## config.mk

```make
export PLATFORM = sky130hd
export DESIGN_NAME = crc_generator
export DESIGN_NICKNAME = d
export VERILOG_FILES = /design/src/rtl/crc_generator.sv
export SDC_FILE = /design/constraint.sdc
export NUM_CORES = 1
export LEC_CHECK = 0
export BUFFER_PORTS_ARGS = -buffer_cell sky130_fd_sc_hd__buf_2
export CORE_ASPECT_RATIO = 1.1
export CORE_MARGIN = 2
export CORE_UTILIZATION = 50
export DETAILED_ROUTE_END_ITERATION = 12
export PLACE_DENSITY = 0.69
export SLEW_MARGIN = 40
export SYNTH_ARGS = -nofsm -noshare
export SYNTH_HDL_FRONTEND = slang
export SYNTH_SLANG_ARGS = --single-unit
```

## constraint.sdc

```tcl
create_clock -name clk -period 2.3 [get_ports clk]
set_input_delay 0.46 -clock clk [delete_from_list [all_inputs] [get_ports clk]]
set_output_delay 0.46 -clock clk [all_outputs]
set_load 0.02 [all_outputs]
```

## src/rtl/crc_generator.sv

```systemverilog
// Byte-serial Ethernet CRC-32 (IEEE 802.3, reflected poly 0xEDB88320).
// Folds one byte per clock while crc_en is high and finalizes on the first
// low cycle. The finalized value and the done flag are held until the next
// frame starts.
module crc_generator #(
  parameter bit OUT_BYTE_SWAP = 1'b0
) (
  input  logic        clk,
  input  logic        rst_n,
  input  logic [7:0]  data_in,
  input  logic        data_valid,
  input  logic        crc_en,
  output logic [31:0] crc_out,
  output logic        crc_done
);

  localparam logic [31:0] CRC_INIT = 32'hFFFF_FFFF;
  localparam logic [31:0] CRC_POLY = 32'hEDB8_8320;

  typedef enum logic [1:0] {
    S_IDLE  = 2'd0,
    S_ACCUM = 2'd1,
    S_DONE  = 2'd2
  } state_t;

  state_t      r_state;
  state_t      w_state_next;
  logic [31:0] r_crc;
  logic [31:0] w_crc_next;
  logic [31:0] r_crc_out;
  logic [31:0] w_crc_out_next;
  logic        r_done;
  logic        w_done_next;

  logic [31:0] w_final;
  logic [31:0] w_swapped;
  logic [31:0] w_final_out;
  logic [31:0] w_upd_init;
  logic [31:0] w_upd_run;

  // Eight LSB-first bit steps unrolled into a single combinational update.
  function automatic logic [31:0] crc_update_byte(input logic [31:0] c_in,
                                                  input logic [7:0]  d_in);
    logic [31:0] c;
    logic        fb;
    c = c_in;
    for (int i = 0; i < 8; i++) begin
      fb = c[0] ^ d_in[i];
      c  = (c >> 1) ^ (fb ? CRC_POLY : 32'h0);
    end
    return c;
  endfunction

  assign w_upd_init = crc_update_byte(CRC_INIT, data_in);
  assign w_upd_run  = crc_update_byte(r_crc, data_in);

  // Final XOR, then optional byte reversal so [31:24] is the first wire byte.
  assign w_final = ~r_crc;

  genvar gi;
  generate
    for (gi = 0; gi < 4; gi++) begin : g_swap
      assign w_swapped[8*gi +: 8] = w_final[8*(3-gi) +: 8];
    end
  endgenerate

  assign w_final_out = OUT_BYTE_SWAP ? w_swapped : w_final;

  // State, running CRC and output registers; everything clears on reset.
  always_ff @(posedge clk or negedge rst_n) begin
    if (!rst_n) begin
      r_state   <= S_IDLE;
      r_crc     <= CRC_INIT;
      r_crc_out <= 32'h0;
      r_done    <= 1'b0;
    end else begin
      r_state   <= w_state_next;
      r_crc     <= w_crc_next;
      r_crc_out <= w_crc_out_next;
      r_done    <= w_done_next;
    end
  end

  // Next-state logic: start a frame, accumulate bytes, finalize on crc_en low.
  always_comb begin
    w_state_next   = r_state;
    w_crc_next     = r_crc;
    w_crc_out_next = r_crc_out;
    w_done_next    = r_done;
    case (r_state)
      S_IDLE, S_DONE: begin
        if (crc_en) begin
          // A new frame restarts from the seed; a byte valid on this same
          // cycle is already part of the frame.
          w_state_next = S_ACCUM;
          w_done_next  = 1'b0;
          w_crc_next   = data_valid ? w_upd_init : CRC_INIT;
        end
      end
      S_ACCUM: begin
        if (crc_en) begin
          if (data_valid) begin
            w_crc_next = w_upd_run;
          end
        end else begin
          // data_valid is deliberately ignored in the finalizing cycle.
          w_state_next   = S_DONE;
          w_crc_out_next = w_final_out;
          w_done_next    = 1'b1;
        end
      end
      default: begin
        w_state_next = S_IDLE;
        w_crc_next   = CRC_INIT;
      end
    endcase
  end

  assign crc_out  = r_crc_out;
  assign crc_done = r_done;

endmodule

```

==> results of run 1 <==
-- metal layers --
layer	routed length, microns	vias to the layer above	part of all wire (%)	global-route usage, %
li1	-	1396	-	-
met1	4072	1343	45	31.15
met2	4313	68	48	36.93
met3	473	14	5.2	5.660
met4	175	0	1.9	8.974
met5	0	-	0	0
-- critical path: cells and delay by family (launching register included) --
kind,cells,cell delay (ps)
DFF,1,610
xor gates and xnor gates,4,960
AOI/OAI and AO/OA,2,480
-- final timing paths --
check | start | slack [ps] | cells past startpoint | endpoint
max in group asynchronous | rst_n | 1160 | 3 | r_crc[21]
min in group asynchronous | rst_n | 520 | 2 | crc_done
max reg2reg | r_crc[2] | 200 | 6 | r_crc[25]
max | r_crc[2] | 200 | 6 | r_crc[25]
min reg2reg | crc_out[14] | 470 | 2 | crc_out[14]
min | crc_en | 330 | 2 | r_state[1]
-- cells by family after synthesis --
| logic type | count (synthesis) |
|---|---|
| flops | 67 |
| xor+xnor | 109 |
| buf+inv | 30 |
| compound gates | 106 |
| simple gates | 74 |
-- final cells by class --
| cell class | instances | area [sq um] |
|---|---|---|
| Clock inverter | 2 | 35.03 |
| Sequential cell | 67 | 1717 |
| Timing Repair Buffer | 72 | 470.5 |
| Inverter | 1 | 3.754 |
| Tap cell | 105 | 131.4 |
| Multi-Input combinational cell | 289 | 2008 |
| Fill cell | 664 | 2945 |
| Clock buffer | 14 | 162.7 |
-- sequential cells by signal, summed over array words and instances, names as in the netlist --
| register | count |
|---|---|
| crc_done | 1 |
| r_crc | 32 |
| crc_out | 32 |
| r_state | 2 |
-- per-stage QoR --
step | cell area (sq um) | utilization, %
CTS | 4521 | 60.49
detailed placement | 4313 | 57.71
global placement | 4313 | 57.71
floorplan | 3859 | -
global route | 4528 | 60.59
finish | 4528 | 60.59
-- cell usage after synthesis (4+ instances only) --
library cell,n,area [sq um]
xor2_1,24,210.2
nor2_1,19,71.32
buf_4,4,30.03
nand2b_1,5,31.28
xnor2_2,6,97.59
dfstp_2,32,840.8
o22ai_1,25,156.4
o21ai_0,47,235.2
dfrtp_1,35,875.8
nand2_1,48,180.2
xnor2_1,73,639.4
clkbuf_1,14,52.55
buf_2,6,30.03
a21oi_1,20,100.1
-- what timing repair did --
item | in CTS | in global routing
hold buffers | 1 | 0
gates resized for setup | 0 | 1
endpoints found under the hold margin | 3 | 0
endpoints found under the setup margin | 0 | 1
-- power groups by stage --
stage	Sequential, mW	Combinational [mW]	Clock (mW)
2_1_floorplan	2.41	2.73	0
3_3_place_gp	2.23	4.00	0
3_5_place_dp	2.24	4.04	0
4_1_cts	2.22	4.06	1.04
5_1_grt	2.28	4.43	1.09
6_report	2.22	4.06	1.01
==> results.md, run 1 <==
- Setup WS post-layout: 196.5 ps
- Initial core utilization: 51.63%
- Max VDD drop: 659.2 uV
- Layout cell share with drive strength beyond 1: 28.99%
- Die width: 87.76 microns
- First-pass GRT wire length: 14370 microns
- Antenna diode count: 0
- Simple-gate share of the synthesized area: 7.652%
- Ys Warns: 0
- I/O pin total: 45
- Comb pwr share: 55.7%
- Seq/Total Area, Yosys: 44.49%
- Synth Register Bits: 67
- Critical Path Most Common Cell: xnor2_2
- Critical-path cell list: xnor2_2 > xnor2_2 > xor2_2 > xor2_1 > a221oi_1 > a21o_1
- Crit start category: flop
- Vias per inst: 5.129
- DP Worst Slack: 18.17 ps
- Initial drt markers: 119
- CTS tree: yes
- Die area: 8437 sq um
- Final #Nets: 452
- Clock Tree Root: clkbuf_8
- RSZ-0062 raised after global routing: no
- Switching Fraction: 40.97%
- FFs w/ async S/R, synth: 100.0%
- Syn Nets: 398
- Num CTS Buffers: 9
- Placement row count: 33
- Initial antenna violation count: 0
- Worst Path Arrival: 2400 ps
- Gr usage total: 23.42%
- Critical Path Sink Type: flop
- Final Max Tran Viols: 0
- PD cells: 1608 nW/um^2
- Library cells used by synthesis: 31
- Post-synthesis adder-cell area fraction: 0%
- Worst hold slack: 330.3 ps
- Fmax: 0.4754 GHz
- Post-CTS setup buffer count: 0
- Max Cap Viol: 0
- Final Power: 7.281 mW
- Final hold viol count: 0
- Leakage: 1.912 nW
- Largest net degree at the start of global routing: 41
- Crit path max fanout: 5
- Placer Congestion: 0.9445
- 1st-pass router iterations: 4
- Core area: 7473 sq um
- Outcome: complete, no violations
- Vias in the first global route: 2705
- Post-synthesis mux area share: 0%
- Worst hold path type: in2reg
- Port Buffers: 44
- Cells after DPL: 533
- Drt wl/cell: 16.43 microns
- Final HPWL DP: 6746 microns
- Cell Count, Final, Fillers Out: 550
- GR Overflow Total: 0
- CTS sink count: 67
- Post-Synthesis Cells: 386
- Avg Cell Area, Syn: 9.997 sq um
- Commonest cells after routing, fill and taps aside: xnor2_1 (73), nand2_1 (48), o21ai_0 (47), buf_2 (44), dfrtp_1 (35)
- Worst slew margin: 53.97%
- Largest family of logic cells by synthesized area: XOR/XNOR gates
- Post-synth EDFFs: 0
- Most used DFF post-synth: dfrtp_1
- Clock share of power: 13.8%
- Routed via count: 2821
- Post-synthesis compound-gate area fraction: 15.73%
- Reg power frac: 30.5%
- Clock transition at path regs: 70 ps
- Area grow syn2layout: 17.35%
- Psw: 2.983 mW
- Xor/xnor cell area share of the yosys netlist: 28.40%
- CP required: 2600 ps
- Routed Antenna Nets: 0
- Max stage delay cell, worst path: dfstp_2
- Final setup vio count: 0
- Die height: 96.14 microns
- Most common cell after layout, fill and taps aside: xnor2_1
- Worst-Skew Late Latency: 360 ps
- Slew @ Worst Pin: 689.0 ps
- H-tree levels: 3
- Power Internal: 4.298 mW
- Setup TNS: 0 ps
- Drt total wl: 9034 microns
- Number of remaining DRC errors: 0
- Fin crit period: 2103 ps
- Final worst-path cycle share: 91.45%
- Layout Skew: 10.27 ps
- Clk buf depth: 2
- Crit path kind: reg2reg
- Max incr delay on CP: 610 ps
- Area of the mapped netlist: 3859 sq um
No activity file was read; power rests on OpenSTA's default activity.
==> inputs of run 2 (changes only) <==
--- a/config.mk
+++ b/config.mk
@@ -9,6 +9,7 @@
 export CORE_ASPECT_RATIO = 1.1
 export CORE_MARGIN = 2
 export CORE_UTILIZATION = 50
+export CTS_BUF_LIST = sky130_fd_sc_hd__clkbuf_2 sky130_fd_sc_hd__clkbuf_4 sky130_fd_sc_hd__clkbuf_8
 export DETAILED_ROUTE_END_ITERATION = 12
 export PLACE_DENSITY = 0.69
 export SLEW_MARGIN = 40
==> results.md, run 2 (same netlist as run 1, synthesis figures left out) <==
- Setup TNS: 0 ps
- Crit path max fanout: 5
- Most common cell after layout, fill and taps aside: xnor2_1
- H-tree levels: 3
- Crit start category: flop
- Crit path kind: reg2reg
- FF-to-FF Start: r_crc[2]
- Antenna diode count: 0
- Initial core utilization: 51.63%
- Routed via count: 2819
- 1st-pass router iterations: 4
- Leakage: 1.922 nW
- Number of remaining DRC errors: 0
- Drt wl/cell: 16.40 microns
- Final setup vio count: 0
- Critical Path Sink Type: flop
- Fmax: 0.4773 GHz
- Final #Nets: 452
- CTS sink count: 67
- Util after Layout: 60.74%
- Final worst-path cycle share: 91.09%
- Slew @ Worst Pin: 713.7 ps
- Clock transition at path regs: 70 ps
- CTS tree: yes
- Worst-Skew Late Latency: 360 ps
- Placer Congestion: 0.9445
- First-pass GRT wire length: 14400 microns
- Fillers: 661
- WHS Path Cells: 2
- PD cells: 1612 nW/um^2
- Worst slew margin: 52.32%
- Worst hold slack: 328.7 ps
- Min-delay src: crc_en
- Gr usage total: 23.46%
- R2R Setup Slk: 210 ps
- RR Endpoint: r_crc[25]
- Max VDD drop: 656.7 uV
- Worst hold path type: in2reg
- Final HPWL DP: 6746 microns
- Outcome: complete, no violations
- Die width: 87.76 microns
- Worst Path Arrival: 2390 ps
- Port Buffers: 44
- Clock Tree Root: clkbuf_8
- Fin crit period: 2095 ps
- Final hold viol count: 0
- Commonest cells after routing, fill and taps aside: xnor2_1 (73), nand2_1 (48), o21ai_0 (47), buf_2 (44), dfrtp_1 (35)
- CP required: 2600 ps
- Layout cell share with drive strength beyond 1: 29.66%
- GR Overflow Total: 0
- I/O pin total: 45
- Drt total wl: 9019 microns
- Max Cap Viol: 0
- Final Max Tran Viols: 0
- Initial antenna violation count: 0
- Largest net degree at the start of global routing: 41
- Multi-input combinational cell area: 2008 sq um
- Post-CTS setup buffer count: 0
- Layout Skew: 9.750 ps
- Num CTS Buffers: 9
- Vias in the first global route: 2705
- Area grow syn2layout: 17.64%
- Die area: 8437 sq um
- Clk buf depth: 2
- Placement row count: 33
- RSZ-0062 raised after global routing: no
- Cell Count, Final, Fillers Out: 550
- Cells after DPL: 533
- Hold Path Sink: r_state[1]
- Routed Antenna Nets: 0
- Die height: 96.14 microns
- Register area: 1717 sq um
- Vias per inst: 5.125
- Initial drt markers: 148
- Core area: 7473 sq um
- Final Power: 7.319 mW
- FF-to-FF path depth: 6
## run 2: cell counts in the layout (fill, tap and decap cells not counted)
Identical to the previous run, type by type.
## run 2: how the worst max path moves through the flow
stage / slack [ps] / cells after the start / to / from
global placement: 50 / 7 / r_crc[25] / data_in[5]
global route: 80 / 6 / r_crc[25] / r_crc[2]
CTS: 130 / 6 / r_crc[25] / r_crc[2]
finish: 210 / 6 / r_crc[25] / r_crc[2]
floorplan: 260 / 7 / r_crc[24] / data_in[1]
detailed placement: 20 / 7 / r_crc[25] / data_in[5]
## run 2: layer usage
metal  part of all wire [%]  global-route usage, %  routed length [microns]
met5                      0                      0                        0
met3                    3.9                  5.660                      352
met1                     46                  31.26                     4175
met2                     48                  36.93                     4297
met4                    2.1                  8.974                      193
## run 2: repair_timing
item	CTS	global route
endpoints found under the hold margin	3	0
resized for setup	0	1
hold buffers	1	0
setup endpoints to repair	0	1
## run 2: worst max-delay path, stage by stage, from the launching register on
cell,delay [ps]
dfstp_2,610
xnor2_2,170
xnor2_2,410
xor2_2,270
xor2_1,110
a221oi_1,340
a21o_1,130
## run 2: area by class of cell
| type | instances | area share [%] |
|---|---|---|
| tap | 105 | 2.894 |
| sequential | 67 | 37.82 |
| inverter | 1 | 0.08269 |
| clock buffer | 14 | 3.831 |
| timing repair buffer | 72 | 10.36 |
| clock inverter | 2 | 0.7718 |
| multi-input combinational | 289 | 44.24 |
## run 2: per-stage QoR
stage                     worst slack, ps  cell area (sq um)
after CTS                           125.2               4532
after floorplan                     260.8               3859
after detailed placement            18.17               4313
final                               205.0               4539
after global placement              52.19               4313
after global routing                75.98               4539
## run 2: where the power goes
part	internal (mW)	total (mW)	switching, mW
clock network	0.595	1.04	0.447
logic	1.93	4.06	2.13
registers	1.81	2.22	0.409
